`src/rtl/fineps_controller.sv`:
```
// Fine phase-shift responder: turns one incr/decr request into a single MMCM PSEN pulse and tracks the phase position.
// Optional PSDONE watchdog is compiled in when FINEPS_TIMEOUT_EN is defined.
module fineps_controller #(
    parameter int PHASE_WRAP     = 504,
    parameter int PHASE_CNT_W    = 10,
    parameter int SETTLE_CYCLES  = 2,
    parameter int TIMEOUT_CYCLES = 1024
) (
    input  logic                   in_fineps_clk,
    input  logic                   in_rst_n,
    input  logic                   in_locked,
    input  logic                   in_fineps_incr,
    input  logic                   in_fineps_decr,
    input  logic                   in_fineps_valid,
    output logic                   out_fineps_dready,
    output logic                   out_psen,
    output logic                   out_psincdec,
    input  logic                   in_psdone,
    output logic                   out_ps_done,
    output logic [PHASE_CNT_W-1:0] out_phase_pos,
    output logic                   out_timeout_err
);

    localparam int CNT_MAX = (SETTLE_CYCLES > TIMEOUT_CYCLES) ? SETTLE_CYCLES : TIMEOUT_CYCLES;
    localparam int CNT_W   = (CNT_MAX < 2) ? 1 : $clog2(CNT_MAX + 1);
    localparam logic [PHASE_CNT_W-1:0] POS_MAX     = PHASE_CNT_W'(PHASE_WRAP - 1);
    localparam logic [CNT_W-1:0]       SETTLE_LAST = CNT_W'((SETTLE_CYCLES > 0) ? SETTLE_CYCLES - 1 : 0);

    typedef enum logic [2:0] {
        S_WAIT_LOCK,
        S_READY,
        S_ISSUE,
        S_WAIT_DONE,
        S_SETTLE
    } state_t;

    state_t                  state, state_nxt;
    logic [CNT_W-1:0]        cnt, cnt_nxt;
    logic                    dready_nxt, psen_nxt, psincdec_nxt, ps_done_nxt;
    logic [PHASE_CNT_W-1:0]  pos_nxt, pos_inc, pos_dec;

    assign pos_inc = (out_phase_pos == POS_MAX) ? '0 : out_phase_pos + 1'b1;
    assign pos_dec = (out_phase_pos == '0) ? POS_MAX : out_phase_pos - 1'b1;

`ifdef FINEPS_TIMEOUT_EN
    localparam logic [CNT_W-1:0] TIMEOUT_LAST = CNT_W'((TIMEOUT_CYCLES > 0) ? TIMEOUT_CYCLES - 1 : 0);
    logic timeout_hit;

    always_ff @(posedge in_fineps_clk or negedge in_rst_n) begin
        if (!in_rst_n)
            out_timeout_err <= 1'b0;
        else if (timeout_hit)
            out_timeout_err <= 1'b1;
    end
`else
    assign out_timeout_err = 1'b0;
`endif

    always_ff @(posedge in_fineps_clk or negedge in_rst_n) begin
        if (!in_rst_n) begin
            state             <= S_WAIT_LOCK;
            cnt               <= '0;
            out_fineps_dready <= 1'b0;
            out_psen          <= 1'b0;
            out_psincdec      <= 1'b0;
            out_ps_done       <= 1'b0;
            out_phase_pos     <= '0;
        end else begin
            state             <= state_nxt;
            cnt               <= cnt_nxt;
            out_fineps_dready <= dready_nxt;
            out_psen          <= psen_nxt;
            out_psincdec      <= psincdec_nxt;
            out_ps_done       <= ps_done_nxt;
            out_phase_pos     <= pos_nxt;
        end
    end

    // Lock loss overrides everything: the MMCM restarts its phase, so the position returns to zero.
    always_comb begin
        state_nxt    = state;
        cnt_nxt      = cnt;
        dready_nxt   = out_fineps_dready;
        psen_nxt     = 1'b0;
        psincdec_nxt = out_psincdec;
        ps_done_nxt  = 1'b0;
        pos_nxt      = out_phase_pos;
`ifdef FINEPS_TIMEOUT_EN
        timeout_hit  = 1'b0;
`endif
        if (!in_locked) begin
            state_nxt  = S_WAIT_LOCK;
            dready_nxt = 1'b0;
            pos_nxt    = '0;
        end else begin
            case (state)
                S_WAIT_LOCK: begin
                    state_nxt  = S_READY;
                    dready_nxt = 1'b1;
                end
                S_READY: begin
                    if (in_fineps_valid && out_fineps_dready && (in_fineps_incr ^ in_fineps_decr)) begin
                        state_nxt    = S_ISSUE;
                        psen_nxt     = 1'b1;
                        psincdec_nxt = in_fineps_incr;
                        dready_nxt   = 1'b0;
                    end
                end
                S_ISSUE: begin
                    state_nxt = S_WAIT_DONE;
                    cnt_nxt   = '0;
                end
                S_WAIT_DONE: begin
                    if (in_psdone) begin
                        ps_done_nxt = 1'b1;
                        pos_nxt     = out_psincdec ? pos_inc : pos_dec;
                        cnt_nxt     = '0;
                        if (SETTLE_CYCLES == 0) begin
                            state_nxt  = S_READY;
                            dready_nxt = 1'b1;
                        end else begin
                            state_nxt = S_SETTLE;
                        end
                    end
`ifdef FINEPS_TIMEOUT_EN
                    else if (cnt == TIMEOUT_LAST) begin
                        timeout_hit = 1'b1;
                        state_nxt   = S_READY;
                        dready_nxt  = 1'b1;
                    end else begin
                        cnt_nxt = cnt + 1'b1;
                    end
`endif
                end
                S_SETTLE: begin
                    if (cnt == SETTLE_LAST) begin
                        state_nxt  = S_READY;
                        dready_nxt = 1'b1;
                    end else begin
                        cnt_nxt = cnt + 1'b1;
                    end
                end
                default: begin
                    state_nxt  = S_WAIT_LOCK;
                    dready_nxt = 1'b0;
                end
            endcase
        end
    end

endmodule
```
`config.mk`:
```
export PLATFORM = sky130hd
export DESIGN_NAME = fineps_controller
export DESIGN_NICKNAME = d
export VERILOG_FILES = /design/src/rtl/fineps_controller.sv
export SDC_FILE = /design/constraint.sdc
export NUM_CORES = 1
export LEC_CHECK = 0
export ABC_CLOCK_PERIOD_IN_PS = 1900
export CAP_MARGIN = 20
export CORE_MARGIN = 3
export CORE_UTILIZATION = 53
export CTS_BUF_LIST = sky130_fd_sc_hd__clkbuf_4
export DETAILED_ROUTE_END_ITERATION = 8
export HOLD_SLACK_MARGIN = 0.02
export PLACE_DENSITY = 0.8
export SETUP_SLACK_MARGIN = 0.1
export SYNTH_ARGS = -nofsm -noshare
export SYNTH_HDL_FRONTEND = slang
export SYNTH_SLANG_ARGS = --single-unit
```
`constraint.sdc`:
```
create_clock -name in_fineps_clk -period 1.9 [get_ports in_fineps_clk]
set_clock_uncertainty 0.1 [all_clocks]
set_input_delay 0.285 -clock in_fineps_clk [delete_from_list [all_inputs] [get_ports in_fineps_clk]]
set_output_delay 0.285 -clock in_fineps_clk [all_outputs]
set_load 0.02 [all_outputs]
```
==> flow_metrics.tcl, run 1 <==
set metrics [dict create \
    cts.sinks 28 \
    area_growth_pct 39.49 \
    clock_latency_ns 0.35 \
    hold_class "in2async" \
    cpLargestDelayFamily "simple AND/OR/NAND/NOR gates" \
    violations "setup timing" \
    drc_errors 0 \
    required_ns 2.09 \
    synth_compound_gate_area_share_pct 22.62 \
    startpoint "out_phase_pos[0]" \
    pre_cts_slack_ns -0.1168 \
    overflow 0 \
    ant_nets 0 \
    path_max_fanout 5 \
    via_per_inst 6.718 \
    switching_share_pct 38.70 \
    cts_made_buffers 3 \
    ff_latch_area_um2 708.2 \
    yosysTopAreaCell "dfrtp_1" \
    synth-edff-count 0 \
    synth_adder_area_share_pct 2.556 \
    rsz0062_at_grt "yes" \
    cpPeakStageDelay_ns 0.49 \
    clk_pin_slew_ns 0.17 \
    synthXorXnorAreaFrac_pct 1.342 \
    grt_pass1_wl_um 9087 \
    syn_area_um2 1958 \
    dieArea_um2 4460 \
    combPwrFrac_pct 41.9 \
    finalHoldViolCount 0 \
    vias 2170 \
    routabilityCongestion 0.9063 \
    finalMaxSlewViolations 0 \
    row_count 21 \
    die_y_um 66.79 \
    grt_pass1_vias 1922 \
    fmax_mhz 513.3 \
    grt_usage_pct 26.65 \
    cts.htree.levels 1 \
    ir_drop_mv 0.6122 \
    pwr-share-seq_pct 42.4 \
    fin_crit_sh_pct 102.5 \
    synth_top_family_by_area "simple AND/OR/NAND/NOR gates" \
    power.net_switching_uw 698.8 \
    async_flop_share_pct 100.0 \
    syn-num-nets 235 \
    crit_buf_inv 1 \
    setup_viol 4 \
    path_cells "inv_4 > ha_4 > or4b_4 > o32a_1 > nand3b_1 > mux2i_1" \
    n_fill_cell 215 \
    drt_pass1_iterations 5 \
    initial_core_util_pct 56.89 \
    ctsRootBufferMaster "clkbuf_4" \
    grt_max_degree 29 \
    tns_ns -0.09546 \
    yosys_most_used_dff "dfrtp_1" \
    cp-start-kind "flop" \
    synth_mux_area_share_pct 3.642 \
    layout_setup_ws_ns -0.04810 \
    slowest_stage "dfrtp_2" \
    synth_simple_gate_area_share_pct 27.54 \
    status "finished, violations left" \
    synth_top_area_share_pct 35.78 \
    synth_cell_types 57 \
    cts_tree "built" \
    synth_commonest_cells "dfrtp_1 (28), a21oi_1 (17), inv_1 (14)" \
    wl_met2_um 2921 \
    placedCellCount 312 \
    critPathKind "reg2reg" \
    multi_input_area_um2 1369 \
    wirelength_met1_um 2407 \
    synthCells 224 \
    yosysMostFrequentCell "dfrtp_1" \
    fin_cells 323 \
    drive_gt1_share_pct 33.94 \
    timing.rr.start "out_phase_pos[0]" \
    period_needed_ns 1.948 \
    cts_max_path_buffers 2 \
    io_buffer_count 20 \
    arrival_ns 2.14 \
    top_layer "met4" \
    power_density_nw_per_um2 661.0 \
    place_hpwl_um 3627 \
    wl_um 6071 \
    die_w_um 66.79 \
    synth-seq-cells 28 \
    antenna_found_initial 0 \
    core_um2 3442 \
    ios 22 \
    internal-power_mw 1.107 \
    worst_hold_slack_ns 0.1918 \
    drtIter0Drc 205 \
    p_leak_nw 1.162 \
    nets 289 \
    wl_met3_um 594 \
    worstSetupEndpointType "flop" \
    synth_area_per_cell_um2 8.742 \
    routedWlPerCell_um 18.80 \
    netlist_top_cells_area "dfrtp_1 (36%), a21oi_1 (4.3%), nand3_1 (3.3%), mux2i_1 (3.1%), o31ai_1 (3.1%)" \
    clockPowerShare_pct 15.6 \
    ys_seq_area_share_pct 35.78 \
    yosys_warnings 0 \
    maxCapViolations 0 \
    antenna_cells 0 \
]
[worst paths after layout]
| check | end | slack (ns) | cells past startpoint |
|---|---|---|---|
| hold reg to reg | out_psen | 0.49 | 2 |
| hold / removal | out_phase_pos[8] | 0.19 | 2 |
| min in group in_fineps_clk | out_psen | 0.43 | 3 |
| setup reg to reg | out_phase_pos[6] | -0.05 | 6 |
| setup / recovery | out_phase_pos[6] | -0.05 | 6 |
| max in group asynchronous | cnt[2] | 1.22 | 2 |
[worst reg2reg max path: stages, from the launching register on]
cell	delay [ns]
dfrtp_2	0.49
inv_4	0.09
ha_4	0.13
or4b_4	0.46
o32a_1	0.33
nand3b_1	0.16
mux2i_1	0.14
[metrics by stage]
| stage | utilization (%) | cell area (µm²) | power (mW) |
|---|---|---|---|
| detailed placement | 71.65 | 2466 | 1.365 |
| finish | 79.35 | 2731 | 1.806 |
| global route | 79.35 | 2731 | 1.894 |
| floorplan | - | 2008 | 1.140 |
| global placement | 71.65 | 2466 | 1.355 |
| CTS | 74.34 | 2559 | 1.658 |
[layout by cell type (no fill, tap or decap), types with 3 or more instances in the layout]
master           instances
o211ai_1                 4
a21oi_2                  4
nand2b_1                 6
nand2_1                 12
a21oi_1                 13
o21ai_1                  4
o31ai_1                  6
nor3_1                   3
clkdlybuf4s50_1          8
nor2_1                   9
dlygate4sd2_1           10
buf_6                    4
a31oi_1                  5
or4_4                    4
o21ai_0                  7
mux2i_1                  5
nand3_1                 12
buf_4                   38
dfrtp_2                  6
nor4_1                   3
nand4_1                  5
dfrtp_1                 22
and3_1                   6
inv_1                   12
clkbuf_4                 3
[layer usage]
| metal | track usage [%] | up-vias |
|---|---|---|
| met5 | 0 | - |
| met2 | 41.09 | 137 |
| li1 | - | 974 |
| met4 | 10.91 | 0 |
| met1 | 37.12 | 1034 |
| met3 | 3.879 | 25 |
[sequential cells by signal, summed over array words and instances (netlist names)]
signal and cells:
cnt 11, out_fineps_dready 1, out_phase_pos 10, out_ps_done 1, out_psen 1, out_psincdec 1
state 3
[final cells by class]
type	instances	share of cell area [%]
multi-input combinational	169	50.11
clock buffer	3	0.8246
inverter	14	2.016
timing repair buffer	62	18.87
tap	46	2.107
sequential	28	25.93
clock inverter	1	0.1374
[power by group through the flow]
| stage | clock [mW] | sequential (mW) | combinational (mW) |
|---|---|---|---|
| finish | 0.282 | 0.766 | 0.757 |
| global route | 0.294 | 0.778 | 0.822 |
| CTS | 0.272 | 0.745 | 0.641 |
| detailed placement | 0 | 0.751 | 0.614 |
| global placement | 0 | 0.750 | 0.606 |
| floorplan | 0 | 0.755 | 0.386 |
[cell families after synthesis]
| family | Yosys count |
|---|---|
| AOI/OAI and AO/OA | 65 |
| buffers and inverters | 29 |
| DFF | 28 |
| muxes | 7 |
| xor gates and xnor gates | 3 |
| adders and majority gates | 4 |
| other | 1 |
| and+or+nand+nor | 87 |
[timing repair]
action	in CTS	in global routing
hold buffers	0	0
gates cloned	2	0
pin swaps	11	18
resized for setup	24	35
setup buffers	1	4
setup endpoints to repair	24	20
Power figures use the tool's default switching activity.
==> run 2: changes to the inputs <==
--- a/config.mk
+++ b/config.mk
@@ -14,6 +14,7 @@
 export HOLD_SLACK_MARGIN = 0.02
 export PLACE_DENSITY = 0.8
 export SETUP_SLACK_MARGIN = 0.1
+export SKIP_LAST_GASP = 1
 export SYNTH_ARGS = -nofsm -noshare
 export SYNTH_HDL_FRONTEND = slang
 export SYNTH_SLANG_ARGS = --single-unit
==> run 2 against run 1 <==
Effect of this change:
- the flow still finishes with violations (setup timing)
- cell area shrank 1.2%
- sequential power shrank 1%
- clock power shrank 2%
==> flow_metrics.tcl, run 2 (synthesis gave the netlist of run 1 again) <==
set metrics [dict create \
    antenna_found_initial 0 \
    layout_setup_ws_ns -0.1493 \
    ir_drop_mv 0.5655 \
    status "finished, violations left" \
    drt_pass1_iterations 5 \
    dieArea_um2 4460 \
    final_common_cell "buf_4" \
    clock_latency_ns 0.35 \
    cpPeakStageDelay_ns 0.55 \
    ios 22 \
    row_count 21 \
    area_growth_pct 37.76 \
    finalHoldViolCount 0 \
    grt_usage_pct 26.33 \
    r2r-end "out_phase_pos[9]" \
    largest-register "cnt" \
    ctsHoldBuffers 0 \
    top_regs "cnt (11), out_phase_pos (10), state (3)" \
    routedWlPerCell_um 18.72 \
    placed_area_um2 2466 \
    core_um2 3442 \
    worst_hold_slack_ns 0.1942 \
    largest_reg_flops 11 \
    cts_tree "built" \
    fin_cells 323 \
    cts_max_path_buffers 2 \
    grt_pass1_wl_um 8970 \
    io_buffer_count 20 \
    violations "setup timing" \
    power_mw 1.756 \
    place_hpwl_um 3627 \
    p_leak_nw 1.155 \
    finalMaxSlewViolations 0 \
    worstSetupEndpointType "flop" \
    pre_cts_slack_ns -0.1168 \
    final_area_um2 2698 \
    fin_crit_sh_pct 107.9 \
    drtIter0Drc 237 \
    cts_made_buffers 3 \
    cp-start-kind "flop" \
    drive_gt1_share_pct 32.49 \
    drc_errors 0 \
    routabilityCongestion 0.9063 \
    nets 289 \
    critPathKind "reg2reg" \
    grt_pass1_vias 1897 \
    via_per_inst 6.598 \
    wl_um 6047 \
    vias 2131 \
    tns_ns -0.2173 \
    maxCapViolations 0 \
    overflow 0 \
    required_ns 2.05 \
    fmax_mhz 488.0 \
    hold_class "in2async" \
    placedCellCount 312 \
    antenna_cells 0 \
    cts.sinks 28 \
    path_cells "or4_4 > or4b_4 > a31oi_1 > o2bb2ai_1" \
    power_density_nw_per_um2 651.0 \
    die_w_um 66.79 \
    grt_max_degree 29 \
    initial_core_util_pct 56.89 \
    die_y_um 66.79 \
    rsz0062_at_grt "yes" \
    fin_util_pct 78.37 \
    arrival_ns 2.20 \
    ant_nets 0 \
    final_cell_mix "buf_4 (41), dfrtp_1 (23), a21oi_1 (13), inv_1 (12), nand2_1 (12)" \
    rrSetupSlack_ns -0.15 \
    path_max_fanout 2 \
    period_needed_ns 2.049 \
    clk_pin_slew_ns 0.16 \
    cts.htree.levels 1 \
    timing.rr.start "out_phase_pos[3]" \
    ctsRootBufferMaster "clkbuf_4" \
    setup_viol 3 \
    reg2reg_depth 4 \
    slowest_stage "or4_4" \
]
[run 2: worst max path at each step]
stage                     cells after the start        startpoint  slack [ns]               end
after floorplan                               7  out_phase_pos[0]       -0.06  out_phase_pos[6]
after global placement                        6  out_phase_pos[1]       -0.07  out_phase_pos[4]
after detailed placement                      6  out_phase_pos[1]       -0.12  out_phase_pos[4]
after CTS                                     6  out_phase_pos[0]       -0.05  out_phase_pos[6]
after global routing                          4  out_phase_pos[3]       -0.16  out_phase_pos[9]
final                                         4  out_phase_pos[3]       -0.15  out_phase_pos[9]
[run 2: power by group]
part	internal, mW	switching, mW
clock network	0.0777	0.200
registers	0.664	0.0917
logic	0.339	0.384
total	1.08	0.675
[run 2: timing repair]
action,CTS,global route
cloned,2,0
setup endpoints to repair,24,21
pin swaps,10,14
buffers inserted,1,4
gates resized for setup,22,28
[run 2: routing by layer]
layer | track usage (%) | routed length [µm] | up-vias | part of all wire, %
met3 | 3.710 | 595 | 19 | 9.8
met5 | 0 | 0 | - | 0
met4 | 10.15 | 153 | 0 | 2.5
met1 | 36.80 | 2503 | 1006 | 41
li1 | - | - | 970 | -
met2 | 40.84 | 2794 | 136 | 46
[run 2: final cells by class]
type                    count  area (µm²)
multi-input cells         169        1348
flip-flops and latches     28       706.9
well taps                  46       57.56
clock inverters             1       3.754
inverters                  14       55.05
fillers                   221       744.5
repair buffers             62       504.2
clock buffers               3       22.52
[run 2: worst max-delay path, delay by kind of cell, from the launching register on]
family	cells	cell delay, ns
AND/OR/NAND/NOR	2	1.06
flip-flops	1	0.41
AO/OA/AOI/OAI	2	0.37
